## src/rtl/and_reduce_pkg.sv

```systemverilog
// and_reduce_pkg: shared constants and level-count helpers for the AND-reduce pipeline.
package and_reduce_pkg;
   localparam logic MODE_AND  = 1'b0;
   localparam logic MODE_NAND = 1'b1;
   function automatic int clog4(input int n);
      int r = 0;
      longint p = 1;
      while (p < n) begin
         p = p * 4;
         r++;
      end
      return r;
   endfunction
   function automatic int levels(input int n);
      return clog4(n) < 1 ? 1 : clog4(n);
   endfunction
endpackage

```

## src/rtl/and4_stage.sv

```systemverilog
// and4_stage: one registered level of 4-input AND groups with valid/ready handshake.
module and4_stage
   import and_reduce_pkg::*;
#(
   parameter int GROUPS   = 1,
   parameter int CHANNELS = 1
) (
   input  logic                         clk,
   input  logic                         rst,
   input  logic                         in_vld,
   output logic                         in_rdy,
   input  logic [CHANNELS*GROUPS*4-1:0] in_data,
   input  logic                         in_mode,
   output logic                         out_vld,
   input  logic                         out_rdy,
   output logic [CHANNELS*GROUPS-1:0]   out_data,
   output logic                         out_mode
);
   localparam int N = CHANNELS * GROUPS;
   logic [N-1:0] red;
   always_comb begin
      red = '0;
      for (int i = 0; i < N; i++) red[i] = &in_data[i*4 +: 4];
   end
   assign in_rdy = !out_vld | out_rdy;
   always_ff @(posedge clk) begin
      if (rst) begin
         out_vld  <= 1'b0;
         out_data <= '0;
         out_mode <= MODE_AND;
      end else if (in_rdy) begin
         out_vld <= in_vld;
         if (in_vld) begin
            out_data <= red;
            out_mode <= in_mode;
         end
      end
   end
endmodule

```

## src/rtl/and_reduce_pipe.sv

```systemverilog
// and_reduce_pipe: pipelined per-channel AND/NAND reduction tree.
// Define AND_REDUCE_PIPE_PERF_EN to build the saturating completed-beat counter.
module and_reduce_pipe
   import and_reduce_pkg::*;
#(
   parameter int NUM_IN   = 4,
   parameter int CHANNELS = 1
) (
   input  logic                       CLK,
   input  logic                       RST,
   input  logic                       IN_VLD,
   output logic                       IN_RDY,
   input  logic [CHANNELS*NUM_IN-1:0] IN,
   input  logic                       MODE,
   output logic                       Q_VLD,
   input  logic                       Q_RDY,
   output logic [CHANNELS-1:0]        Q,
   output logic [15:0]                PERF_CNT
);
   localparam int LEVELS = levels(NUM_IN);
   localparam int PAD    = 4 ** LEVELS;
   // Unused leaves are tied high so they never affect the AND.
   logic [CHANNELS*PAD-1:0] pad;
   always_comb begin
      pad = '1;
      for (int c = 0; c < CHANNELS; c++) pad[c*PAD +: NUM_IN] = IN[c*NUM_IN +: NUM_IN];
   end
   for (genvar l = 0; l < LEVELS; l++) begin : g
      localparam int G = 4 ** (LEVELS - 1 - l);
      logic [CHANNELS*G*4-1:0] din;
      logic [CHANNELS*G-1:0]   dout;
      logic                    vin, mi, rin, vout, mout, rout;
      if (l == 0) begin : f
         assign din    = pad;
         assign vin    = IN_VLD;
         assign mi     = MODE;
         assign IN_RDY = rin;
      end else begin : m
         assign din = g[l-1].dout;
         assign vin = g[l-1].vout;
         assign mi  = g[l-1].mout;
      end
      if (l == LEVELS - 1) begin : t
         assign rout = Q_RDY;
      end else begin : n
         assign rout = g[l+1].rin;
      end
      and4_stage #(.GROUPS(G), .CHANNELS(CHANNELS)) u_stage (
         .clk(CLK), .rst(RST),
         .in_vld(vin), .in_rdy(rin), .in_data(din), .in_mode(mi),
         .out_vld(vout), .out_rdy(rout), .out_data(dout), .out_mode(mout)
      );
   end
   // Inversion is applied only on the registered final level, so Q stays stable under stall.
   assign Q_VLD = g[LEVELS-1].vout;
   assign Q     = g[LEVELS-1].mout == MODE_NAND ? ~g[LEVELS-1].dout : g[LEVELS-1].dout;
`ifdef AND_REDUCE_PIPE_PERF_EN
   always_ff @(posedge CLK) begin
      if (RST) PERF_CNT <= '0;
      else if (Q_VLD && Q_RDY && PERF_CNT != 16'hFFFF) PERF_CNT <= PERF_CNT + 16'd1;
   end
`else
   assign PERF_CNT = 16'h0000;
`endif
endmodule

```

## config.mk

```make
export PLATFORM = sky130hd
export DESIGN_NAME = and_reduce_pipe
export DESIGN_NICKNAME = d
export VERILOG_FILES = /design/src/rtl/and_reduce_pkg.sv /design/src/rtl/and4_stage.sv /design/src/rtl/and_reduce_pipe.sv
export SDC_FILE = /design/constraint.sdc
export NUM_CORES = 1
export LEC_CHECK = 0
export BUFFER_PORTS_ARGS = -buffer_cell sky130_fd_sc_hd__buf_2
export CAP_MARGIN = 10
export CELL_PAD_IN_SITES_DETAIL_PLACEMENT = 0
export CELL_PAD_IN_SITES_GLOBAL_PLACEMENT = 1
export CORE_MARGIN = 2
export CORE_UTILIZATION = 17
export CTS_CLUSTER_DIAMETER = 30
export DETAILED_ROUTE_END_ITERATION = 10
export PLACE_DENSITY = 0.72
export SETUP_SLACK_MARGIN = 0.2
export SLEW_MARGIN = 0
export SYNTH_ARGS = -nofsm -noshare
export SYNTH_HDL_FRONTEND = slang
export SYNTH_SLANG_ARGS = --single-unit
```

## constraint.sdc

```tcl
create_clock -name CLK -period 0.9 [get_ports CLK]
set_clock_uncertainty 0.05 [all_clocks]
set_input_delay 0.18 -clock CLK [delete_from_list [all_inputs] [get_ports CLK]]
set_output_delay 0.18 -clock CLK [all_outputs]
set_load 0.005 [all_outputs]
```

==> results.json, run 1 <==
{
  "netlist_area_sq_um": 256,
  "period_minus_slack_ps": 1080,
  "arrival_ps": 1200,
  "die_w_microns": 42.8,
  "cts_tree": "built",
  "finalCritPeriodShare": 1.20,
  "grtUsageTotal": 0.0480,
  "avgSynthCellArea_sq_um": 8.02,
  "violations": "negative setup slack",
  "dp_cells": 59,
  "critPathLaunchType": "flop",
  "grt_overflow_total": 0,
  "utilization": 0.227,
  "cpMaxStageDelayCell": "dfxtp_2",
  "clock.fmax_mhz": 924,
  "design_area_sq_um": 330,
  "htree_levels": 1,
  "synth_top_family_by_area": "buffers and inverters",
  "cts.sinks": 3,
  "cp-end-kind": "flop",
  "layout_common_cells": "conb_1 (16), buf_2 (10), clkbuf_4 (3), dfxtp_2 (3), buf_4 (3)",
  "synth-simple-area-share": 0.122,
  "combPwrFrac": 0.166,
  "drive_gt1_frac": 0.469,
  "path_clk_slew_ps": 40,
  "final_common_cell": "conb_1",
  "drv_slew": 0,
  "gp_routability_congestion": 0.752,
  "n_antenna_cell": 0,
  "setup_violations": 4,
  "dp_slack_ps": -52.0,
  "required_ps": 1010,
  "p_int_uw": 345,
  "holdWs_ps": 74.1,
  "die_area_sq_um": 1840,
  "vdd_drop_max_mv": 0.372,
  "grt_max_degree": 4,
  "die_y_microns": 42.8,
  "drt_iter0_drc": 2,
  "start_util": 0.176,
  "ant_nets": 0,
  "p_leak_nw": 0.183,
  "muxShareOfSynthArea": 0,
  "port_buffers": 11,
  "grt_antenna_before_repair": 0,
  "placed_area_sq_um": 277,
  "vias": 222,
  "ys_seq_area_frac": 0.234,
  "nFillCells": 168,
  "ys_seq_elements": 3,
  "clk_path_buf_depth": 2,
  "rsz0062_at_grt": "true",
  "crit_fanout": 3,
  "worst_slack_ps": -182,
  "root_buffer": "clkbuf_4",
  "hold_class": "input pin to flop",
  "grt_first_pass_wirelength_microns": 538,
  "netSwitchingFraction": 0.255,
  "cts_buffers": 3,
  "synth_cells": 32,
  "p_total_uw": 463,
  "layout.cells.non_filler": 65,
  "synthToLayoutAreaGrowth_pct": 28.8,
  "avgViaCountPerCell": 3.42,
  "yosysWarnings": 0,
  "maxCapViolations": 0,
  "slowest_delay_ps": 310,
  "clock_latency_ps": 240,
  "synthAdderAreaFrac": 0,
  "power_switching_uw": 118,
  "status": "complete, but fails checks",
  "fin_nets": 59,
  "pin_count": 28,
  "worstSetupPathType": "flop to flop",
  "path_cells": "nor2b_4 > buf_4 > or3_1 > a21oi_1",
  "synth_compound_area_frac": 0.0976,
  "drt_first_pass_iters": 2,
  "tns_ps": -554,
  "drc": 0,
  "rows": 14,
  "wl_per_cell_microns": 6.65,
  "power_density_nw_per_um2": 1400,
  "clkPwrFrac": 0.523,
  "first_global_vias": 164,
  "p_seq_frac": 0.311,
  "coreArea_sq_um": 1450,
  "drt-total-wl_microns": 432,
  "synth_cell_types": 11,
  "dp_hpwl_microns": 340,
  "hold_viol_final": 0,
  "synth-xor-area-share": 0.0341
}
-- layout make-up --
type | instances | area (sq um) | area share
Multi-Input combinational cell | 26 | 129 | 0.390
Timing Repair Buffer | 14 | 83.8 | 0.254
Sequential cell | 3 | 63.8 | 0.193
Clock buffer | 4 | 26.3 | 0.0795
Tap cell | 16 | 20.0 | 0.0606
Inverter | 2 | 7.51 | 0.0227
-- flip-flops by register name, indices dropped and copies added (netlist names) --
name / flops
g.u_stage.out_data: 1
g.u_stage.out_vld: 1
g.u_stage.out_mode: 1
-- routing by layer --
metal / part of all wire / global-route usage / wire (microns) / vias to the layer above
met4: 0.049 / 0.0750 / 21 / 0
met2: 0.57 / 0.0848 / 247 / 13
met3: 0.11 / 0.0255 / 46 / 2
met5: 0 / 0 / 0 / -
li1: - / - / - / 105
met1: 0.27 / 0.0230 / 116 / 102
-- power by group through the flow --
stage	combinational [mW]	sequential [mW]	clock, mW
6_report	0.0770	0.144	0.242
5_1_grt	0.0867	0.144	0.251
4_1_cts	0.0731	0.144	0.245
3_5_place_dp	0.0648	0.146	0
3_3_place_gp	0.0639	0.146	0
2_1_floorplan	0.0818	0.146	0
-- kinds of logic (layout without fill, tap and decap cells) --
logic type,after synthesis,in the layout
buf+inv,18,20
compound gates,5,5
simple gates,4,4
flops,3,3
other cells,1,16
xor+xnor,1,1
-- final timing paths --
kind,startpoint,to,slack [ps],cells after the start
max,g[0].u_stage.out_vld,g[0].u_stage.out_data,-180,4
min,RST,g[0].u_stage.out_vld,70,2
max reg2reg,g[0].u_stage.out_vld,g[0].u_stage.out_data,-180,4
min reg2reg,g[0].u_stage.out_data,g[0].u_stage.out_data,420,2
-- timing repair --
action,in CTS,in global routing
pin swaps,2,1
resized for setup,3,2
hold buffers,0,0
setup endpoints to repair,6,6
buffers inserted,2,0
gates cloned,0,0
-- critical path: cells and delay by family (launching register included) --
family,cells,cell delay [ps]
AOI/OAI and AO/OA,1,110
and+or+nand+nor,2,410
DFF,1,310
buffers and inverters,1,130
-- cells in the mapped netlist, drive strengths merged --
library cell	number	area share
buf	16	0.47
a21oi	3	0.059
dfxtp	3	0.23
inv	2	0.029
o21ai	2	0.039
conb	1	0.015
nand3	1	0.019
nand4	1	0.024
nor2b	1	0.054
or3	1	0.024
xor2	1	0.034
Note: power is estimated with default switching activity, not from simulation.
==> inputs of run 2 (changes only) <==
CORE_AREA = 2 2 39 41   (was unset)
CORE_MARGIN = unset   (was 2)
CORE_UTILIZATION = unset   (was 17)
DIE_AREA = 0 0 41 43   (was unset)
PLACE_DENSITY = unset   (was 0.72)
PLACE_DENSITY_LB_ADDON = 0.1   (was unset)
SKIP_CTS_REPAIR_TIMING = 1   (was unset)
clock period = 1.3 ns   (was 0.9 ns; I/O delays follow)
==> results.json, run 2 (synthesis results as in run 1) <==
{
  "status": "finished, final reports clean",
  "path_clk_slew_ps": 40,
  "avgViaCountPerCell": 3.08,
  "min_to": "g[0].u_stage.out_data",
  "drt_first_pass_iters": 2,
  "die_area_sq_um": 1760,
  "r2r_cells": 4,
  "start_util": 0.185,
  "cts_buffers": 3,
  "drv_slew": 0,
  "port_buffers": 11,
  "met1_usage": 0.0385,
  "critPathLaunchType": "flop",
  "setup_violations": 0,
  "clock_latency_ps": 230,
  "finalCritPeriodShare": 0.884,
  "pin_count": 28,
  "n_antenna_cell": 0,
  "htree_levels": 1,
  "reg_top3": "g.u_stage.out_data (1), g.u_stage.out_mode (1), g.u_stage.out_vld (1)",
  "grtUsageTotal": 0.0491,
  "drc": 0,
  "holdPathStages": 2,
  "coreArea_sq_um": 1380,
  "ff2ff_setup_slack_ps": 160,
  "drt-total-wl_microns": 421,
  "grt_overflow_total": 0,
  "root_buffer": "clkbuf_4",
  "grt_first_pass_wirelength_microns": 531,
  "worstHoldStart": "RST",
  "layout_common_cells": "conb_1 (16), buf_2 (10), a21oi_1 (3), clkbuf_4 (3), dfxtp_2 (3)",
  "clk_path_buf_depth": 2,
  "tns_ps": 0,
  "first_global_vias": 147,
  "hold_viol_final": 0,
  "arrival_ps": 840,
  "maxCapViolations": 0,
  "cp-end-kind": "output port",
  "final_common_cell": "conb_1",
  "power_density_nw_per_um2": 992,
  "ant_nets": 0,
  "clock.fmax_mhz": 870,
  "die_y_microns": 43,
  "period_minus_slack_ps": 1150,
  "worstSetupPathType": "flop to output port",
  "p_leak_nw": 0.174,
  "crit_fanout": 3,
  "cts.sinks": 3,
  "drive_gt1_frac": 0.426,
  "cts_tree": "built",
  "met3_usage": 0.0209,
  "worst_slack_ps": 151,
  "busiest_layer": "met4",
  "rr_endpoint": "g[0].u_stage.out_data",
  "dp_slack_ps": 282,
  "wl_per_cell_microns": 6.68,
  "rows": 14,
  "hold_class": "input pin to flop",
  "dp_hpwl_microns": 375,
  "reg2reg_from": "g[0].u_stage.out_vld",
  "grt_use_met2": 0.0656,
  "grt_antenna_before_repair": 0,
  "grt_max_degree": 5,
  "die_w_microns": 41,
  "synthToLayoutAreaGrowth_pct": 21.5,
  "gp_routability_congestion": 0.511,
  "drt_iter0_drc": 5,
  "required_ps": 990,
  "fin_nets": 57,
  "vias": 194,
  "rsz0062_at_grt": "true",
  "vdd_drop_max_mv": 0.198
}
[run 2: cell types whose count changed in the layout (fill, tap and decap cells not counted)]
cell,previous run,this run
a21oi_1,2,3
buf_4,3,1
a21oi_2,1,0
[run 2: worst max-delay path by stage]
stage	end	cells after the start	from
CTS	IN_RDY	3	g[0].u_stage.out_vld
finish	IN_RDY	3	g[0].u_stage.out_vld
detailed placement	g[0].u_stage.out_data	4	IN_VLD
global placement	g[0].u_stage.out_data	4	IN_VLD
global route	IN_RDY	3	g[0].u_stage.out_vld
floorplan	g[0].u_stage.out_data	3	g[0].u_stage.out_vld
[run 2: report_power, final]
part	internal (mW)	total, mW	switching [mW]
Sequential	0.0977	0.0998	0.00211
Clock	0.115	0.162	0.0469
Combinational	0.0217	0.0473	0.0256
[run 2: cell type report]
cell class / count / area [sq um]
Clock buffer: 4 / 26.3
Inverter: 2 / 7.51
Fill cell: 155 / 1070
Sequential cell: 3 / 63.8
Multi-Input combinational cell: 26 / 125
Timing Repair Buffer: 12 / 68.8
Tap cell: 16 / 20.0
[run 2: per-layer routing]
metal / share of wire / wire [microns] / vias up
li1: - / - / 100
met1: 0.32 / 135 / 82
met2: 0.58 / 243 / 12
met3: 0.10 / 42 / 0
met4: 0 / 0 / 0
met5: 0 / 0 / -
[run 2: stage by stage]
stage	util	area [sq um]	hold slack, ps	std cells	total power, mW
after floorplan	-	313	279	47	0.157
final	0.225	312	161	63	0.309
after global routing	0.225	312	150	63	0.330
after CTS	0.212	294	158	62	0.311
after detailed placement	0.193	268	406	58	0.143
after global placement	0.193	268	410	58	0.143
[run 2: worst max-delay path, cell delays in order (launching register included)]
cell,delay (ps)
dfxtp_2,310
nor2b_4,140
inv_2,50
buf_6,110
